<file path="src/rtl/instr_enc_pkg.sv">
// Shared constants for the instruction encoder: format codes, branch/jump
// opcodes that need a delay-slot pad, and the instruction-memory base address.
package instr_enc_pkg;

    typedef enum logic [1:0] {
        FMT_R   = 2'd0,
        FMT_I   = 2'd1,
        FMT_J   = 2'd2,
        FMT_BAD = 2'd3
    } fmt_e;

    localparam logic [5:0]  OP_BEQ  = 6'h04;
    localparam logic [5:0]  OP_J    = 6'h02;
    localparam logic [5:0]  OP_JAL  = 6'h03;

    localparam logic [31:0] NOP     = 32'h0000_0000;
    localparam logic [31:0] PC_BASE = 32'h0000_3000;

endpackage

</file>
<file path="src/rtl/instr_fifo.sv">
// Synchronous FIFO holding encoded instruction words; the head reads as zero
// while empty so the downstream word is well defined after reset.
module instr_fifo #(
    parameter int DEPTH = 4,
    parameter int W     = 32
) (
    input  logic                         clk,
    input  logic                         reset,
    input  logic                         push,
    input  logic [W-1:0]                 din,
    input  logic                         pop,
    output logic [W-1:0]                 dout,
    output logic [$clog2(DEPTH+1)-1:0]   count
);
    localparam int AW = $clog2(DEPTH);
    localparam int CW = $clog2(DEPTH+1);

    logic [W-1:0]  mem [DEPTH];
    logic [AW-1:0] wr_ptr;
    logic [AW-1:0] rd_ptr;
    logic          full;
    logic          empty;
    logic          do_push;
    logic          do_pop;

    assign full    = (count == CW'(DEPTH));
    assign empty   = (count == '0);
    assign do_push = push && !full;
    assign do_pop  = pop && !empty;

    // NOTE: storage has no reset; occupancy is tracked by count, and stale
    // entries are never observable because the head is masked while empty.
    always_ff @(posedge clk) begin
        if (do_push) begin
            mem[wr_ptr] <= din;
        end
    end

    always_ff @(posedge clk or posedge reset) begin
        if (reset) begin
            wr_ptr <= '0;
            rd_ptr <= '0;
            count  <= '0;
        end else begin
            if (do_push) wr_ptr <= wr_ptr + 1'b1;
            if (do_pop)  rd_ptr <= rd_ptr + 1'b1;
            case ({do_push, do_pop})
                2'b10:   count <= count + 1'b1;
                2'b01:   count <= count - 1'b1;
                default: count <= count;
            endcase
        end
    end

    assign dout = empty ? '0 : mem[rd_ptr];

endmodule

</file>
<file path="src/rtl/instr_enc.sv">
// Packs decoded MIPS fields into R/I/J words, queues them and emits them with
// sequential IM addresses. Optional delay-slot NOP padding: INSTR_ENC_DELAY_SLOT_EN.
module instr_enc
    import instr_enc_pkg::*;
#(
    parameter int          DEPTH     = 4,
    parameter logic [31:0] BASE_ADDR = PC_BASE
) (
    input  logic                         clk,
    input  logic                         reset,
    input  logic                         in_valid,
    output logic                         in_ready,
    input  logic [1:0]                   fmt,
    input  logic [5:0]                   opcode,
    input  logic [4:0]                   rs,
    input  logic [4:0]                   rt,
    input  logic [4:0]                   rd,
    input  logic [4:0]                   shamt,
    input  logic [5:0]                   funct,
    input  logic [15:0]                  imm16,
    input  logic [25:0]                  index26,
    output logic                         out_valid,
    input  logic                         out_ready,
    output logic [31:0]                  out_instr,
    output logic [31:0]                  out_addr,
    output logic [$clog2(DEPTH+1)-1:0]   count,
    output logic                         err
);
    localparam int CW = $clog2(DEPTH+1);

    logic [31:0] enc_word;
    logic [31:0] push_word;
    logic        accept;
    logic        legal;
    logic        push;
    logic        pop;

    always_comb begin
        enc_word = '0;
        case (fmt_e'(fmt))
            FMT_R:   enc_word = {opcode, rs, rt, rd, shamt, funct};
            FMT_I:   enc_word = {opcode, rs, rt, imm16};
            FMT_J:   enc_word = {opcode, index26};
            default: enc_word = '0;
        endcase
    end

    assign accept = in_valid && in_ready;
    assign legal  = (fmt_e'(fmt) != FMT_BAD);

`ifdef INSTR_ENC_DELAY_SLOT_EN
    logic pad_pending;
    logic needs_pad;

    assign needs_pad = (opcode == OP_BEQ) || (opcode == OP_J) || (opcode == OP_JAL);

    // Keeping a spare slot guarantees the pad NOP always fits on the next cycle.
    assign in_ready  = (count <= CW'(DEPTH-2)) && !pad_pending;
    assign push      = pad_pending || (accept && legal);
    assign push_word = pad_pending ? NOP : enc_word;

    always_ff @(posedge clk or posedge reset) begin
        if (reset) begin
            pad_pending <= 1'b0;
        end else begin
            pad_pending <= accept && legal && needs_pad;
        end
    end
`else
    assign in_ready  = (count < CW'(DEPTH));
    assign push      = accept && legal;
    assign push_word = enc_word;
`endif

    assign out_valid = (count != '0);
    assign pop       = out_valid && out_ready;

    instr_fifo #(
        .DEPTH (DEPTH),
        .W     (32)
    ) u_fifo (
        .clk   (clk),
        .reset (reset),
        .push  (push),
        .din   (push_word),
        .pop   (pop),
        .dout  (out_instr),
        .count (count)
    );

    // The address belongs to the head word, so it only advances when a word leaves.
    always_ff @(posedge clk or posedge reset) begin
        if (reset) begin
            out_addr <= BASE_ADDR;
            err      <= 1'b0;
        end else begin
            if (pop)               out_addr <= out_addr + 32'd4;
            if (accept && !legal)  err      <= 1'b1;
        end
    end

endmodule
</file>
<file path="config.mk">
export PLATFORM = sky130hd
export DESIGN_NAME = instr_enc
export DESIGN_NICKNAME = d
export VERILOG_FILES = /design/src/rtl/instr_enc_pkg.sv /design/src/rtl/instr_fifo.sv /design/src/rtl/instr_enc.sv
export SDC_FILE = /design/constraint.sdc
export NUM_CORES = 1
export LEC_CHECK = 0
export CORE_MARGIN = 3
export CORE_UTILIZATION = 50
export DETAILED_ROUTE_END_ITERATION = 8
export PLACE_DENSITY = 0.79
export SYNTH_ARGS = -nofsm -noshare
export SYNTH_HDL_FRONTEND = slang
export SYNTH_SLANG_ARGS = --single-unit
export TNS_END_PERCENT = 50
</file>
<file path="constraint.sdc">
create_clock -name clk -period 2.6 [get_ports clk]
set_clock_uncertainty 0.1 [all_clocks]
set_input_delay 0.52 -clock clk [delete_from_list [all_inputs] [get_ports clk]]
set_output_delay 0.52 -clock clk [all_outputs]
set_load 0.05 [all_outputs]
</file>
* Word level (Yosys, flattened, before mapping) *
Memories as Yosys holds them, arrays and structs flattened.
Cells that the tools add are included.

storage, ports and cells
  register bits after elaboration = 40
  memory bits (writable) = 128
  input port bits = 80
  output and inout port bits = 70
  logic and storage cells = 36
  memories kept = 1

memory list
  memory      words  bits a word  read ports  clocked after memory_dff  write ports  RTL line          text
  u_fifo.mem  4      32           1           0                         1            instr_fifo.sv:18  logic [W-1:0] mem [DEPTH];

operators by class
  add/subtract/negate cells = 5
  $lt $le $gt $ge = 1
  equality and inequality tests = 6
  muxes and demuxes = 5
  reduce and logical (&&, ||, !) cells = 13

operators with widths
  kind                                                                    number
  32-bit case mux with 3 select lines                                     1
  32-bit by 3-bit adder with 32-bit output (second input constant)        1
  32-bit 2-to-1 mux                                                       1
  1-bit logical AND                                                       6
  3-bit case mux with 2 select lines                                      1
  2-bit by 1-bit adder with 2-bit output (second input constant)          2
  2-bit by 1-bit equality test with 1-bit output (second input constant)  2
  2-bit equality test (second input constant)                             2
  3-bit by 1-bit adder with 3-bit output (second input constant)          1
  3-bit equality test (second input constant)                             1
  1-bit logical NOT                                                       3
  3-bit logical NOT                                                       1
  3-bit less-than comparator (second input constant)                      1
  3-bit nonzero test                                                      1
  3-bit by 1-bit subtractor with 3-bit output (second input constant)     1
  2-bit logical NOT                                                       1
  1-bit 2-to-1 mux                                                        2
  2-bit inequality test (second input constant)                           1
  2-bit nonzero test                                                      1

* Logic depth before layout (Yosys ltp) *
  depth after elaboration = 6
  mapped depth = 10
  gate-level depth less buffers = 10

* Hierarchy *
A second synthesis with hierarchy kept.

unflattened totals
  cell total of the unflattened synthesis = 462
  area total of the unflattened synthesis = 7218.2 µm²

by module, submodules not included
  module      times used  cells an instance  area an instance (µm²)  sequential area each (µm²)
  instr_fifo  1           242                5266.3                  4018.9
  instr_enc   1           220                1951.9                  778.2

* Least setup slack after synthesis *
OpenSTA, ideal clock, no wires.

  path kind = reg2reg
  start = reg u_fifo.count[2]
  end = mem u_fifo.mem[0][0] (enable)
  library setup time = 392 ps
  arrival = 2363 ps
  data required time = 2108 ps
  setup slack = -255 ps
  cell stages (with the launch flop) = 5
  path buffers = 0
  period minus slack after synthesis = 2855 ps
  cell sequence = dfrtp_1 > inv_1 > nand2_1 > a21oi_1 > and2_1

on the way
  word-level cells in the longest chain between the ends = 6
  elaborated cells between the ends (all ways) = 8
  those cells by class = 1 x order compare; 1 x eq/ne; 2 x mux; 4 x reduce/logical

RTL lines
  what                                    RTL line          text
  start, declared                         instr_fifo.sv:13  output logic [$clog2(DEPTH+1)-1:0] count
  start signal, assigned                  instr_fifo.sv:48  2'b10: count <= count + 1'b1;
  start signal, assigned                  instr_fifo.sv:49  2'b01: count <= count - 1'b1;
  start signal, assigned                  instr_fifo.sv:50  default: count <= count;
  3-bit less-than comparator              instr_enc.sv:70   assign in_ready = (count < CW'(DEPTH));
  net in_ready                            instr_enc.sv:12   output logic in_ready,
  1-bit logical AND                       instr_enc.sv:48   assign accept = in_valid && in_ready;
  1-bit logical AND                       instr_enc.sv:71   assign push = accept && legal;
  1-bit logical AND                       instr_fifo.sv:28  assign do_push = push && !full;
  1-bit 2-to-1 mux                        instr_fifo.sv:34  if (do_push) begin
  1-bit 2-to-1 mux (implied by the code)  instr_fifo.sv:35  mem[wr_ptr] <= din;
  end, declared                           instr_fifo.sv:18

The timed path passes the listed nets, and every way through them passes these cells.

* Worst setup path in the final report *
  start = reg u_fifo.rd_ptr[0]
  end = out out_instr[0]

on the way
  word-level cells in the longest chain between the ends = 2

RTL lines
  what                    RTL line          text
  start, declared         instr_fifo.sv:20  logic [AW-1:0] rd_ptr;
  start signal, assigned  instr_fifo.sv:46  if (do_pop) rd_ptr <= rd_ptr + 1'b1;
  memory read 4 x 32 bit  -
  32-bit 2-to-1 mux       instr_fifo.sv:55  assign dout = empty ? '0 : mem[rd_ptr];
  end, declared           instr_enc.sv:24   output logic [31:0] out_instr,

No other way between the ends.

==> results <==
- The count of unique library cells instantiated by Yosys is 31.
- After detailed placement, the total cell area comes to 9389 um^2.
- Across every metal layer, demand over resource in global routing totals 20.74%.
- The core area is 13990 um^2.
- The worst slew margin relative to its limit is 57.72%.
- Counting flops with an async set or reset pin after synthesis yields a share of 22.89%.
- The die outline width is 125.9 um.
- Ranked by total cell area, the synthesized netlist is headed by sky130_fd_sc_hd__edfxtp_1, sky130_fd_sc_hd__dfrtp_1, sky130_fd_sc_hd__mux4_2, sky130_fd_sc_hd__xnor2_1, sky130_fd_sc_hd__nor2b_1.
- The share of the Yosys chip area taken by registers is 66.69%.
- In this run, post-CTS repair resized a total of 0 instances.
- The number of failing setup endpoints in the final timing report is 0.
- Along the worst path, the maximum fanout reaches 17.
- At the worst endpoint, the required time is 1.98 ns.
- The tree built by TritonCTS fans out to 166 sinks.
- Tracing the worst setup path back leads to its startpoint at u_fifo.rd_ptr[0].
- The most common cell in the synthesized netlist is sky130_fd_sc_hd__edfxtp_1.
- The worst path uses 97.41% of the clock period.
- The maximum number of buffers from clock root to sink is 2.
- The sum of negative setup slack is 0 ns.
- The area share of the largest cell type after synthesis is 53.44%.
- After legalization and detailed placement, the total HPWL measured 10830 um.
- The area growth from synthesis to layout is 39.05%.
- The final number of hold-violating endpoints came to 0.
- After detailed routing, the average wire length per cell comes to 19.52 um.
- In this run, the number of DRC markers left after iteration 0 of detailed routing was 370.
- The via count of the first global-routing pass is 4676.
- Using the TritonRoute via totals, the vias-per-cell ratio works out to 5.434.
- After technology mapping, the gate count stands at 461.
- Setup repair after global routing could not meet its margin everywhere.
- Buffers placed on the I/O ports in this run total 147.
- The static leakage power is 3.689 nW.
- For this run, the number of Yosys warnings is 0.
- In this run the critical register-to-register path is launched from u_fifo.count[2].
- The die covers 15860 um^2.
- The number of antenna diodes is 0.
- The number of rows created at floorplan is 43.
- The end point of the critical path is out_instr[0].
- For this configuration, the core starts out at a cell density of 51.42%.
- The pre-antenna-repair detailed-routing pass consisted of 6 iterations.
- The largest net degree at the start of global routing is 39.
- The remaining antenna violation count after routing is 0.
- The routed design has 15970 um of wire.
- In this run the critical register-to-register path is captured at u_fifo.count[1].
- The final net count is 712.
- The final design area excluding fillers is 10000 um^2.
- Derived from the worst setup path, the maximum achievable clock frequency is 394.8 MHz.
- The worst setup path is captured at an output port.
- Measured in cells, the most critical reg-to-reg path has a length of 8.
- The critical path in this run is classified as flop to output port.
- The number of violations of the max-capacitance limit is 0.
- The number of vias in the routed layout is 4445.
- The peak supply drop is 0.9563 mV.
- The overflow left after global routing is 0.
- The CTS tree is done.
- The worst hold path belongs to the class flop to flop.
- The number of antenna violations at the first check in global routing is 0.
- The number of pins with negative max-slew slack in the final report was 0.
- The power density over the cells is 1152 nW/um^2.
- The final weighted congestion of routability-driven global placement is 0.7392.
- In the final layout, the share of cells above drive strength 1 is 20.06%.
- The clock latency on the worst-skew pair is 0.42 ns.
- The top flip-flop cell by instance count after synthesis is sky130_fd_sc_hd__edfxtp_1.
- Hold timing on the final database bottoms out at a slack of 0.3713 ns.
- The wire length of the first global-routing pass is 25320 um.
- The data arrival time of the critical path is 1.91 ns.
- The clock root buffer is sky130_fd_sc_hd__clkbuf_16.
- The post-synthesis register bit count is 166.
- The flow ran to the end, and the final reports show no timing, DRC or antenna violations.
- Counting flops with a built-in enable in the synthesized netlist gives 128.
- In the routed design, unresolved DRC markers number 0.
- The slack of the worst reg-to-reg path is 0.27 ns.
- The cell type with the largest total area after synthesis is sky130_fd_sc_hd__edfxtp_1.
- The worst setup path is launched from a flop.
- The clock tree synthesis step divided the H-tree into 4 levels.
- The number of buffers inserted during clock tree synthesis is 17.
- The die is 125.9 um tall.
- At the pin with the least slew margin, the transition time is 0.6342 ns.
- By count the netlist is led by sky130_fd_sc_hd__edfxtp_1, sky130_fd_sc_hd__nand2_1, sky130_fd_sc_hd__dfrtp_1, sky130_fd_sc_hd__nor2b_1, sky130_fd_sc_hd__xnor2_1.
- Clock-pin slew was measured on the worst setup and hold paths at 0.06 ns.
- The average instance in the mapped netlist occupies 15.60 um^2.
- Summing every instance area after synthesis gives 7193 um^2.
- The cts-stage hold buffer count is 0.
- The number of primary I/O pins is 150.
- Counting I/O delays and the setup requirement, the final critical path takes 2.533 ns.
==> timing repair <==
item | CTS | global route
buffers inserted | 0 | 0
endpoints found under the hold margin | 0 | 0
setup endpoints to repair | 0 | 2
==> metrics by stage <==
step           cells  power [W]  setup WS (ns)  util, %
6_report         818    0.01152        0.06726    71.50
5_1_grt          818    0.01191       -0.01049    71.50
4_1_cts          818    0.01164        0.02909    71.50
3_5_place_dp     786   0.009032       -0.05343    67.12
3_3_place_gp     786   0.008963       0.007344    67.12
2_1_floorplan    462   0.006485        -0.2544        -
==> placed cells by master (no fill, tap or decap), drive strengths merged, types with 4 or more instances in the layout <==
cell type | netlist | routed
nand4 | 15 | 15
nor2 | 4 | 4
and4 | 5 | 5
nand2 | 38 | 38
inv | 20 | 20
nand3 | 12 | 12
o21ai | 26 | 26
nor2b | 34 | 34
edfxtp | 128 | 128
clkbuf | 11 | 18
clkinv | 0 | 6
xnor2 | 33 | 33
mux4 | 32 | 32
dfrtp | 36 | 36
clkinvlp | 0 | 4
and2 | 12 | 12
buf | 15 | 56
bufinv | 0 | 4
ha | 6 | 6
mux2i | 17 | 17
clkdlybuf4s50 | 0 | 114
and3 | 4 | 4
==> how the worst min path moves through the flow <==
stage,from,end,slack (ns),depth (start not counted)
6_report,out_addr[31],out_addr[31],0.37,1
5_1_grt,out_addr[31],out_addr[31],0.41,1
4_1_cts,out_addr[31],out_addr[31],0.38,1
3_5_place_dp,out_addr[31],out_addr[31],0.37,1
3_3_place_gp,out_addr[31],out_addr[31],0.36,1
2_1_floorplan,u_fifo.wr_ptr[1],u_fifo.wr_ptr[1],0.43,1
==> layer usage <==
metal	part of all wire [%]	global-route usage, %
met2	53	35.96
met1	40	25.75
met5	0	0
met3	5.3	4.411
met4	2.3	7.823
==> layout make-up <==
class	count	area [um^2]
multi-input cells	250	2191
inverters	20	75.07
clock inverters	14	183.9
flip-flops and latches	166	4798
fillers	908	3986
well taps	180	225.2
clock buffers	18	429.2
repair buffers	170	2100
==> sequential cells by signal (all words and copies together), names as in the netlist <==
name	count
out_addr	30
u_fifo.mem	128
u_fifo.count	3
err	1
u_fifo.wr_ptr	2
u_fifo.rd_ptr	2
==> cell families (layout without fill, tap and decap cells) <==
family / Yosys count / in the layout / synth area share (%)
other: 1 / 2 / 0.05213
flip-flops: 166 / 166 / 66.69
AND/OR/NAND/NOR: 127 / 127 / 9.810
AO/OA/AOI/OAI: 29 / 29 / 2.279
adder cells (fa/ha/maj): 7 / 7 / 1.322
multiplexers: 50 / 50 / 12.54
buffers and inverters: 46 / 222 / 3.044
XOR/XNOR: 35 / 35 / 4.262
==> worst max-delay path, cell delays in order, from the launching register on <==
cell,delay [ns]
sky130_fd_sc_hd__dfrtp_2,0.41
sky130_fd_sc_hd__buf_12,0.20
sky130_fd_sc_hd__mux4_2,0.53
sky130_fd_sc_hd__nor2b_1,0.19
sky130_fd_sc_hd__buf_12,0.16
==> power by group <==
part           internal (W)  leakage, nW  total, W  switching [W]
clock network       0.00160        0.285   0.00257       0.000972
registers           0.00323         1.66   0.00342       0.000195
logic               0.00255         1.74   0.00553        0.00298
total               0.00738         3.69    0.0115        0.00415
Power figures use the tool's default switching activity.
